### src/rtl/ysyx_22040759_ifu_ctrl_pkg.sv
// ysyx_22040759_ifu_ctrl_pkg: shared state encodings and defaults for the fetch sequencer
package ysyx_22040759_ifu_ctrl_pkg;
    localparam logic [31:0] RESET_PC_DEF = 32'h8000_0000;
    localparam int INST_W = 32;
    typedef enum logic [2:0] {
        ST_IDLE = 3'd0,
        ST_REQ  = 3'd1,
        ST_WAIT = 3'd2,
        ST_HOLD = 3'd3,
        ST_STOP = 3'd4
    } state_e;
endpackage

### src/rtl/ysyx_22040759_perf_cnt.sv
// ysyx_22040759_perf_cnt: 64-bit wrapping event counter with enable and sync reset
module ysyx_22040759_perf_cnt (
    input  logic        clk,
    input  logic        rst,
    input  logic        en_i,
    output logic [63:0] cnt_o
);
    logic [63:0] cnt_q;
    // count one per enabled cycle, wrapping naturally at 2^64
    always_ff @(posedge clk) begin
        if (rst) cnt_q <= '0;
        else if (en_i) cnt_q <= cnt_q + 64'd1;
    end
    assign cnt_o = cnt_q;
endmodule

### src/rtl/ysyx_22040759_ifu_ctrl.sv
// ysyx_22040759_ifu_ctrl: single-outstanding instruction fetch sequencer; IFU_PERF_EN adds perf counters
module ysyx_22040759_ifu_ctrl
    import ysyx_22040759_ifu_ctrl_pkg::*;
#(
    parameter int                 ADDR_W   = 32,
    parameter logic [ADDR_W-1:0]  RESET_PC = RESET_PC_DEF
) (
    input  logic              clk,
    input  logic              rst,
    output logic              imem_req_valid,
    input  logic              imem_req_ready,
    output logic [ADDR_W-1:0] imem_req_addr,
    input  logic              imem_resp_valid,
    input  logic [INST_W-1:0] imem_resp_data,
    input  logic              imem_resp_err,
    output logic              inst_valid,
    input  logic              inst_ready,
    output logic [INST_W-1:0] inst,
    output logic [ADDR_W-1:0] inst_pc,
    input  logic              redirect_valid,
    input  logic [ADDR_W-1:0] redirect_pc,
    input  logic              halt,
    output logic              fetch_fault,
`ifdef IFU_PERF_EN
    output logic [63:0]       perf_fetch_cnt,
    output logic [63:0]       perf_wait_cnt,
`endif
    output logic              stopped
);
    state_e            state_q, state_d;
    logic [ADDR_W-1:0] pc_q, pc_d, req_addr_q, req_addr_d, inst_pc_q, inst_pc_d;
    logic [INST_W-1:0] inst_q, inst_d;
    logic              kill_q, kill_d, inst_valid_q, inst_valid_d, fault_q, fault_d;
    logic              redir, bad;

    assign redir = redirect_valid && (state_q != ST_STOP);
    assign bad   = redirect_pc[1:0] != 2'b00;

    // next-state: redirect outranks everything; kill marks the one in-flight response to drop
    always_comb begin
        state_d      = state_q;
        pc_d         = pc_q;
        req_addr_d   = req_addr_q;
        kill_d       = kill_q;
        inst_d       = inst_q;
        inst_pc_d    = inst_pc_q;
        inst_valid_d = inst_valid_q;
        fault_d      = fault_q;
        if (redir && bad) begin
            fault_d      = 1'b1;
            inst_valid_d = 1'b0;
            state_d      = ST_STOP;
        end else begin
            case (state_q)
                ST_IDLE: begin
                    if (redir) begin
                        pc_d       = redirect_pc;
                        req_addr_d = redirect_pc;
                        state_d    = ST_REQ;
                    end else begin
                        req_addr_d = pc_q;
                        state_d    = halt ? ST_STOP : ST_REQ;
                    end
                end
                ST_REQ: begin
                    if (redir) begin
                        pc_d   = redirect_pc;
                        kill_d = 1'b1;
                    end
                    if (imem_req_ready) state_d = ST_WAIT;
                end
                ST_WAIT: begin
                    if (redir) begin
                        pc_d = redirect_pc;
                        if (imem_resp_valid) begin
                            kill_d     = 1'b0;
                            req_addr_d = redirect_pc;
                            state_d    = ST_REQ;
                        end else begin
                            kill_d = 1'b1;
                        end
                    end else if (imem_resp_valid) begin
                        if (kill_q) begin
                            kill_d     = 1'b0;
                            req_addr_d = pc_q;
                            state_d    = halt ? ST_STOP : ST_REQ;
                        end else if (imem_resp_err) begin
                            fault_d = 1'b1;
                            state_d = ST_STOP;
                        end else begin
                            inst_d       = imem_resp_data;
                            inst_pc_d    = req_addr_q;
                            inst_valid_d = 1'b1;
                            pc_d         = pc_q + ADDR_W'(4);
                            state_d      = ST_HOLD;
                        end
                    end
                end
                ST_HOLD: begin
                    if (redir) begin
                        pc_d         = redirect_pc;
                        req_addr_d   = redirect_pc;
                        inst_valid_d = 1'b0;
                        state_d      = ST_REQ;
                    end else if (inst_ready) begin
                        inst_valid_d = 1'b0;
                        req_addr_d   = pc_q;
                        state_d      = halt ? ST_STOP : ST_REQ;
                    end
                end
                default: ;
            endcase
        end
    end

    // state and datapath registers, all cleared by reset
    always_ff @(posedge clk) begin
        if (rst) begin
            state_q      <= ST_IDLE;
            pc_q         <= RESET_PC;
            req_addr_q   <= RESET_PC;
            kill_q       <= 1'b0;
            inst_q       <= '0;
            inst_pc_q    <= '0;
            inst_valid_q <= 1'b0;
            fault_q      <= 1'b0;
        end else begin
            state_q      <= state_d;
            pc_q         <= pc_d;
            req_addr_q   <= req_addr_d;
            kill_q       <= kill_d;
            inst_q       <= inst_d;
            inst_pc_q    <= inst_pc_d;
            inst_valid_q <= inst_valid_d;
            fault_q      <= fault_d;
        end
    end

    assign imem_req_valid = state_q == ST_REQ;
    assign imem_req_addr  = req_addr_q;
    assign inst_valid     = inst_valid_q;
    assign inst           = inst_q;
    assign inst_pc        = inst_pc_q;
    assign fetch_fault    = fault_q;
    assign stopped        = state_q == ST_STOP;

`ifdef IFU_PERF_EN
    ysyx_22040759_perf_cnt u_fetch_cnt (
        .clk   (clk),
        .rst   (rst),
        .en_i  (inst_valid_q && inst_ready),
        .cnt_o (perf_fetch_cnt)
    );
    ysyx_22040759_perf_cnt u_wait_cnt (
        .clk   (clk),
        .rst   (rst),
        .en_i  (state_q == ST_WAIT),
        .cnt_o (perf_wait_cnt)
    );
`endif
endmodule

### config.mk
export PLATFORM = sky130hd
export DESIGN_NAME = ysyx_22040759_ifu_ctrl
export DESIGN_NICKNAME = d
export VERILOG_FILES = /design/src/rtl/ysyx_22040759_ifu_ctrl_pkg.sv /design/src/rtl/ysyx_22040759_perf_cnt.sv /design/src/rtl/ysyx_22040759_ifu_ctrl.sv
export SDC_FILE = /design/constraint.sdc
export NUM_CORES = 1
export LEC_CHECK = 0
export ABC_AREA = 0
export ABC_CLOCK_PERIOD_IN_PS = 2330
export CAP_MARGIN = 10
export CORE_ASPECT_RATIO = 0.5
export CORE_UTILIZATION = 50
export CTS_BUF_LIST = sky130_fd_sc_hd__clkbuf_8
export CTS_CLUSTER_DIAMETER = 200
export DETAILED_ROUTE_END_ITERATION = 8
export PLACE_DENSITY = 0.82
export SYNTH_ARGS = -nofsm -noshare
export SYNTH_HDL_FRONTEND = slang
export SYNTH_SLANG_ARGS = --single-unit
### constraint.sdc
create_clock -name clk -period 2.33 [get_ports clk]
set_input_delay 0.699 -clock clk [delete_from_list [all_inputs] [get_ports clk]]
set_output_delay 0.699 -clock clk [all_outputs]
set_load 0.005 [all_outputs]
==> results by group, run 1 <==
Run status
  – Outcome: finished, final reports clean

Routing
  – DR vias: 6845
  – Vias/cell: 5.816
  – Number of DRC markers in iteration 0: 723
  – Top Layer Used: met4
  – Met2 WL: 8598 um
  – Final wirelength: 20220 um
  – WL per Instance: 17.18 um
  – Antenna-violating nets left: 0
  – DRC Markers: 0
  – Met3 wire len: 2421 um
  – Metal-1 WL: 8936 um
  – 1st-pass router iterations: 5

Clocking
  – CTS Buffer Depth: 2
  – Clock latency on the worst-skew pair: 0.46 ns
  – H-tree depth: 4
  – Clock Pin Slew Worst Setup and Hold Paths: 0.08 ns
  – CTS buffer count: 17
  – Clk root buf: clkbuf_8
  – Clock tree from TritonCTS: yes
  – # hold bufs at CTS: 0
  – CTS sink cnt: 134

Synth
  – Mean post-synth cell area: 7.722 sq um
  – Seq/Total Area, Yosys: 0.4420
  – Count of cell types in the netlist: 60
  – Number of enable flip-flop cells after synthesis: 0
  – Mapped Nets: 859
  – Post-Syn Instances: 786
  – Warnings, synthesis: 0
  – Top_reg_cell synth: dfxtp_1
  – Synth Cell Area: 6070 sq um
  – Async SR Flop Fraction: 0
  – #FFs+latches synth: 134

Pwr
  – P_sw: 1.832 mW
  – Pwr dens: 680.7 nW/um^2
  – Sw frac: 0.3008
  – Pint: 4.257 mW
  – Power Total: 6.089 mW
  – Clock power share: 0.351
  – Seq pwr share: 0.430
  – VDD IR max: 0.0003984 V
  – Combinational share of power: 0.220
  – Leak: 3.253 nW

Setup path
  – Crit Path Category: in2reg
  – Crit path required time: 2.64 ns
  – Crit path max-delay cell type: clkdlybuf4s50_1
  – CP endpoint kind: register
  – Crit Reg-Reg Startpoint: pc_q[2]
  – Critical path's largest stage delay: 0.45 ns
  – CP Cell Sequence: clkdlybuf4s50_1 > or2_2 > a21oi_2 > nor4b_4 > buf_4 > bufbuf_16 > a311oi_1
  – Critical path origin: redirect_pc[1]
  – CP Launch Type: primary input
  – Cell family with most CP delay: buffers and inverters
  – Crit path DAT: 2.58 ns
  – Crit-path max FO: 31
  – Critical path buffers and inverters: 3

Finish
  – Number of diodes: 0
  – Area delta synth->final: 47.37%
  – Commonest cells after routing, fill and taps aside: 206 x nand2_1, 167 x clkdlybuf4s50_1, 133 x dfxtp_1, 100 x a21oi_1, 75 x buf_4
  – Layout cells sized above 1: 0.1364
  – Fin util: 0.7576
  – Final Non-Filler Cells: 1177
  – NumNets Final: 1072
  – Commonest non-fill, non-tap cell in the layout: nand2_1

Placed design
  – Final HPWL DP: 13610 um
  – Final RePlAce weighted congestion: 0.8994
  – Placed Cells: 1136
  – Number of buffers added on ports: 171

STA
  – Worst-Margin Slew: 0.7528 ns
  – Final min period: 2.268 ns
  – Hold Fails Final Rpt: 0
  – RSZ-0062 raised after global routing: no
  – Max-slew violation count: 0
  – Min Hold Slack: 0.4573 ns
  – Clock skew: 0.01260 ns
  – TNS Setup: 0 ns
  – Final period util: 0.9732
  – F_max: 441.0 MHz
  – Slew headroom: 0.4963
  – Final setup viols: 0

Floorplan
  – Core area: 11810 sq um
  – Num rows: 28
  – Die W: 157.8 um
  – IO Pins: 172
  – Die ar.: 12610 sq um
  – Initial Util: 0.5141
  – Die Ht: 79.91 um

Global route
  – Largest net degree at the start of global routing: 120
  – All-Layer GR Usage: 0.3206
  – Global route overflow: 0
  – Initial antenna violation count: 0
  – Vias in the first global route: 6018
  – First-pass GRT wire length: 31260 um

Hold path
  – Worst Hold Class: reg2reg
  – Hold Startpoint: inst[17]

Job
  – Max Cap Viol: 0
cells in the mapped netlist (5+ instances only):
| master | count | area [sq um] |
|---|---|---|
| buf_1 | 5 | 18.77 |
| a311oi_1 | 35 | 306.5 |
| o211ai_1 | 5 | 37.54 |
| nand2_1 | 206 | 773.2 |
| nand2b_1 | 5 | 31.28 |
| nor2_1 | 55 | 206.5 |
| a211oi_1 | 7 | 52.55 |
| nor2b_1 | 6 | 37.54 |
| a21oi_1 | 101 | 505.5 |
| nand3_1 | 13 | 65.06 |
| a21o_1 | 5 | 37.54 |
| buf_2 | 16 | 80.08 |
| a31oi_1 | 13 | 81.33 |
| o221ai_1 | 5 | 43.79 |
| nand4_1 | 12 | 75.07 |
| clkbuf_1 | 34 | 127.6 |
| and3_1 | 10 | 62.56 |
| or3_1 | 9 | 56.30 |
| dfxtp_1 | 134 | 2683 |
| nor3_1 | 15 | 75.07 |
| o21ai_0 | 28 | 140.1 |
kinds of logic after synthesis:
group                    after synthesis  share of synthesized area
buffers and inverters                 65                    0.04824
AND/OR/NAND/NOR                      354                     0.2593
AO/OA/AOI/OAI                        224                     0.2346
flip-flops                           134                     0.4420
multiplexers                           7                    0.01237
XOR/XNOR                               1                   0.001443
adder cells (fa/ha/maj)                1                   0.002061
power by group through the flow:
stage / logic (mW) / registers (mW) / clock network (mW)
2_1_floorplan: 0.569 / 2.63 / 0
3_3_place_gp: 1.20 / 2.65 / 0
3_5_place_dp: 1.23 / 2.66 / 0
4_1_cts: 1.28 / 2.61 / 2.16
5_1_grt: 1.44 / 2.63 / 2.24
6_report: 1.34 / 2.62 / 2.14
worst paths after layout:
kind	endpoint	slack (ns)	cells past startpoint
worst min-delay path	inst[17]	0.46	2
worst max register to register	pc_q[24]	0.14	6
worst min register to register	inst[17]	0.46	2
worst max-delay path	imem_req_addr[29]	0.06	7
registers in the layout (all words and copies together), names as in the netlist:
register	cells
kill_q	1
inst_pc	32
state_q	3
fetch_fault	1
pc_q	32
imem_req_addr	32
inst_valid	1
inst	32
area by class of cell:
| type | instances | area [sq um] |
|---|---|---|
| sequential | 134 | 2686 |
| fill | 913 | 2861 |
| clock inverter | 15 | 192.7 |
| inverter | 4 | 15.01 |
| multi-input combinational | 587 | 3141 |
| tap | 165 | 206.4 |
| clock buffer | 17 | 234.0 |
| timing repair buffer | 255 | 2470 |
per-stage QoR:
stage | area (sq um) | setup WS [ns]
6_report | 8945 | 0.06247
5_1_grt | 8945 | 0.01052
4_1_cts | 8845 | 0.01482
3_5_place_dp | 8361 | -0.4941
3_3_place_gp | 8361 | -0.4811
2_1_floorplan | 6070 | 0.1811
metal layers:
| metal | vias up | GRT usage |
|---|---|---|
| met5 | - | 0 |
| met4 | 0 | 0.1078 |
| met3 | 25 | 0.08686 |
| met2 | 396 | 0.4744 |
| met1 | 3183 | 0.4466 |
| li1 | 3241 | - |
timing repair:
action,CTS,global route
hold endpoints to repair,0,0
gates resized for setup,8,7
endpoints found under the setup margin,13,88
buffers inserted,3,4
gates cloned,1,1
pin swaps,0,2
tightest hold or removal path, delay by kind of cell (launching register included):
family	cells	cell delay, ns
compound gates	1	0.05
flops	1	0.31
simple gates	1	0.05
(Power assumes the default switching activity.)
==> inputs of run 2 (changes only) <==
==> constraint.sdc (replaced) <==
create_clock -name clk -period 2.33 [get_ports clk]
set_input_delay 0.233 -clock clk [delete_from_list [all_inputs] [get_ports clk]]
set_output_delay 0.233 -clock clk [all_outputs]
set_load 0.005 [all_outputs]
==> results by group, run 2 (synthesized netlist as in run 1, its figures left out) <==
Floorplan
  – IO Pins: 172
  – Num rows: 28
  – Core area: 11810 sq um
  – Initial Util: 0.5141
  – Die Ht: 79.91 um
  – Die W: 157.8 um
  – Die ar.: 12610 sq um

Finish
  – FILL cells: 911
  – Commonest non-fill, non-tap cell in the layout: nand2_1
  – Commonest cells after routing, fill and taps aside: 206 x nand2_1, 170 x clkdlybuf4s50_1, 133 x dfxtp_1, 101 x a21oi_1, 53 x nor2_1
  – Final Non-Filler Cells: 1133
  – Register area: 2684 sq um
  – Layout cells sized above 1: 0.08884
  – Area delta synth->final: 39.95%
  – Multi-input logic area: 3109 sq um
  – NumNets Final: 1028
  – Number of diodes: 0

Clocking
  – CTS sink cnt: 134
  – CTS Buffer Depth: 2
  – Clock tree from TritonCTS: yes
  – H-tree depth: 4
  – Clk root buf: clkbuf_8
  – Clock latency on the worst-skew pair: 0.43 ns
  – CTS buffer count: 17
  – Clock Pin Slew Worst Setup and Hold Paths: 0.08 ns

Routing
  – Metal-1 WL: 8494 um
  – Vias/cell: 5.759
  – Antenna-violating nets left: 0
  – Met2 WL: 7896 um
  – DRC Markers: 0
  – Top Layer Used: met4
  – DR vias: 6525
  – Final wirelength: 18570 um
  – Met3 wire len: 1879 um
  – 1st-pass router iterations: 6
  – Number of DRC markers in iteration 0: 674
  – WL per Instance: 16.39 um

STA
  – Min Hold Slack: 0.3377 ns
  – Worst-Margin Slew: 0.5857 ns
  – Slew headroom: 0.6091
  – Hold Fails Final Rpt: 0
  – Final min period: 2.251 ns
  – Final setup viols: 0
  – TNS Setup: 0 ns
  – Max-slew violation count: 0
  – Final worst slack: 0.07878 ns
  – Clock skew: 0.01349 ns
  – RSZ-0062 raised after global routing: no
  – Final period util: 0.9662
  – F_max: 444.2 MHz

Placed design
  – Placed Cells: 1101
  – Number of buffers added on ports: 171
  – Final HPWL DP: 13040 um
  – Final RePlAce weighted congestion: 0.9393
  – Placement Setup Slack: -0.08350 ns

Setup path
  – CP Launch Type: register
  – Crit Path Category: reg2out
  – Critical path origin: state_q[1]
  – CP endpoint kind: primary output
  – Crit path required time: 2.10 ns
  – Crit path DAT: 2.02 ns
  – Crit Reg-Reg Startpoint: pc_q[7]
  – Crit-path max FO: 11

Global route
  – Initial antenna violation count: 0
  – Global route overflow: 0
  – Largest net degree at the start of global routing: 120
  – All-Layer GR Usage: 0.2944
  – First-pass GRT wire length: 29010 um
  – Vias in the first global route: 5766

Hold path
  – Worst Hold Class: in2reg
  – Hold Startpoint: rst

Pwr
  – Pwr dens: 681.6 nW/um^2
  – Leak: 2.977 nW
  – VDD IR max: 0.0003620 V

Job
  – Max Cap Viol: 0

Run status
  – Outcome: finished, final reports clean
-- run 2: where the power goes --
part           total (mW)  internal [mW]  switching [mW]
registers            2.62           2.46           0.164
logic                1.17          0.601           0.565
clock network        2.00           1.03           0.975
total                5.79           4.09            1.70
-- run 2: path summary, 6_finish.rpt --
check / cells after the start / endpoint / slack (ns)
setup / recovery: 3 / stopped / 0.08
hold / removal: 3 / imem_req_addr[31] / 0.34
hold reg to reg: 2 / inst_pc[25] / 0.46
setup reg to reg: 6 / pc_q[31] / 0.18
-- run 2: routing by layer --
layer	vias to the layer above	GRT usage
li1	3140	-
met1	3032	0.4058
met4	0	0.09806
met2	322	0.4419
met5	-	0
met3	31	0.07980
-- run 2: metrics by stage --
| stage | util | power [mW] | cell area (sq um) |
|---|---|---|---|
| 2_1_floorplan | - | 3.200 | 6070 |
| 3_3_place_gp | 0.6848 | 3.791 | 8085 |
| 3_5_place_dp | 0.6848 | 3.821 | 8085 |
| 4_1_cts | 0.7194 | 5.805 | 8493 |
| 5_1_grt | 0.7195 | 6.043 | 8494 |
| 6_report | 0.7195 | 5.790 | 8494 |
-- run 2: final cells by class --
type	count	share of cell area
clock buffer	19	0.03079
clock inverter	13	0.01723
inverter	4	0.001768
multi-input combinational	587	0.3660
sequential	134	0.3160
tap	165	0.02430
timing repair buffer	211	0.2439
-- run 2: timing repair --
action,in CTS,in global routing
setup endpoints to repair,0,1
hold buffers,0,0
setup buffers,0,0
gates resized for setup,0,1
-- run 2: worst max-delay path: stages (launching register included) --
cell             delay (ns)
dfxtp_1                0.41
or3b_1                 0.48
inv_1                  0.18
clkdlybuf4s50_1        0.53
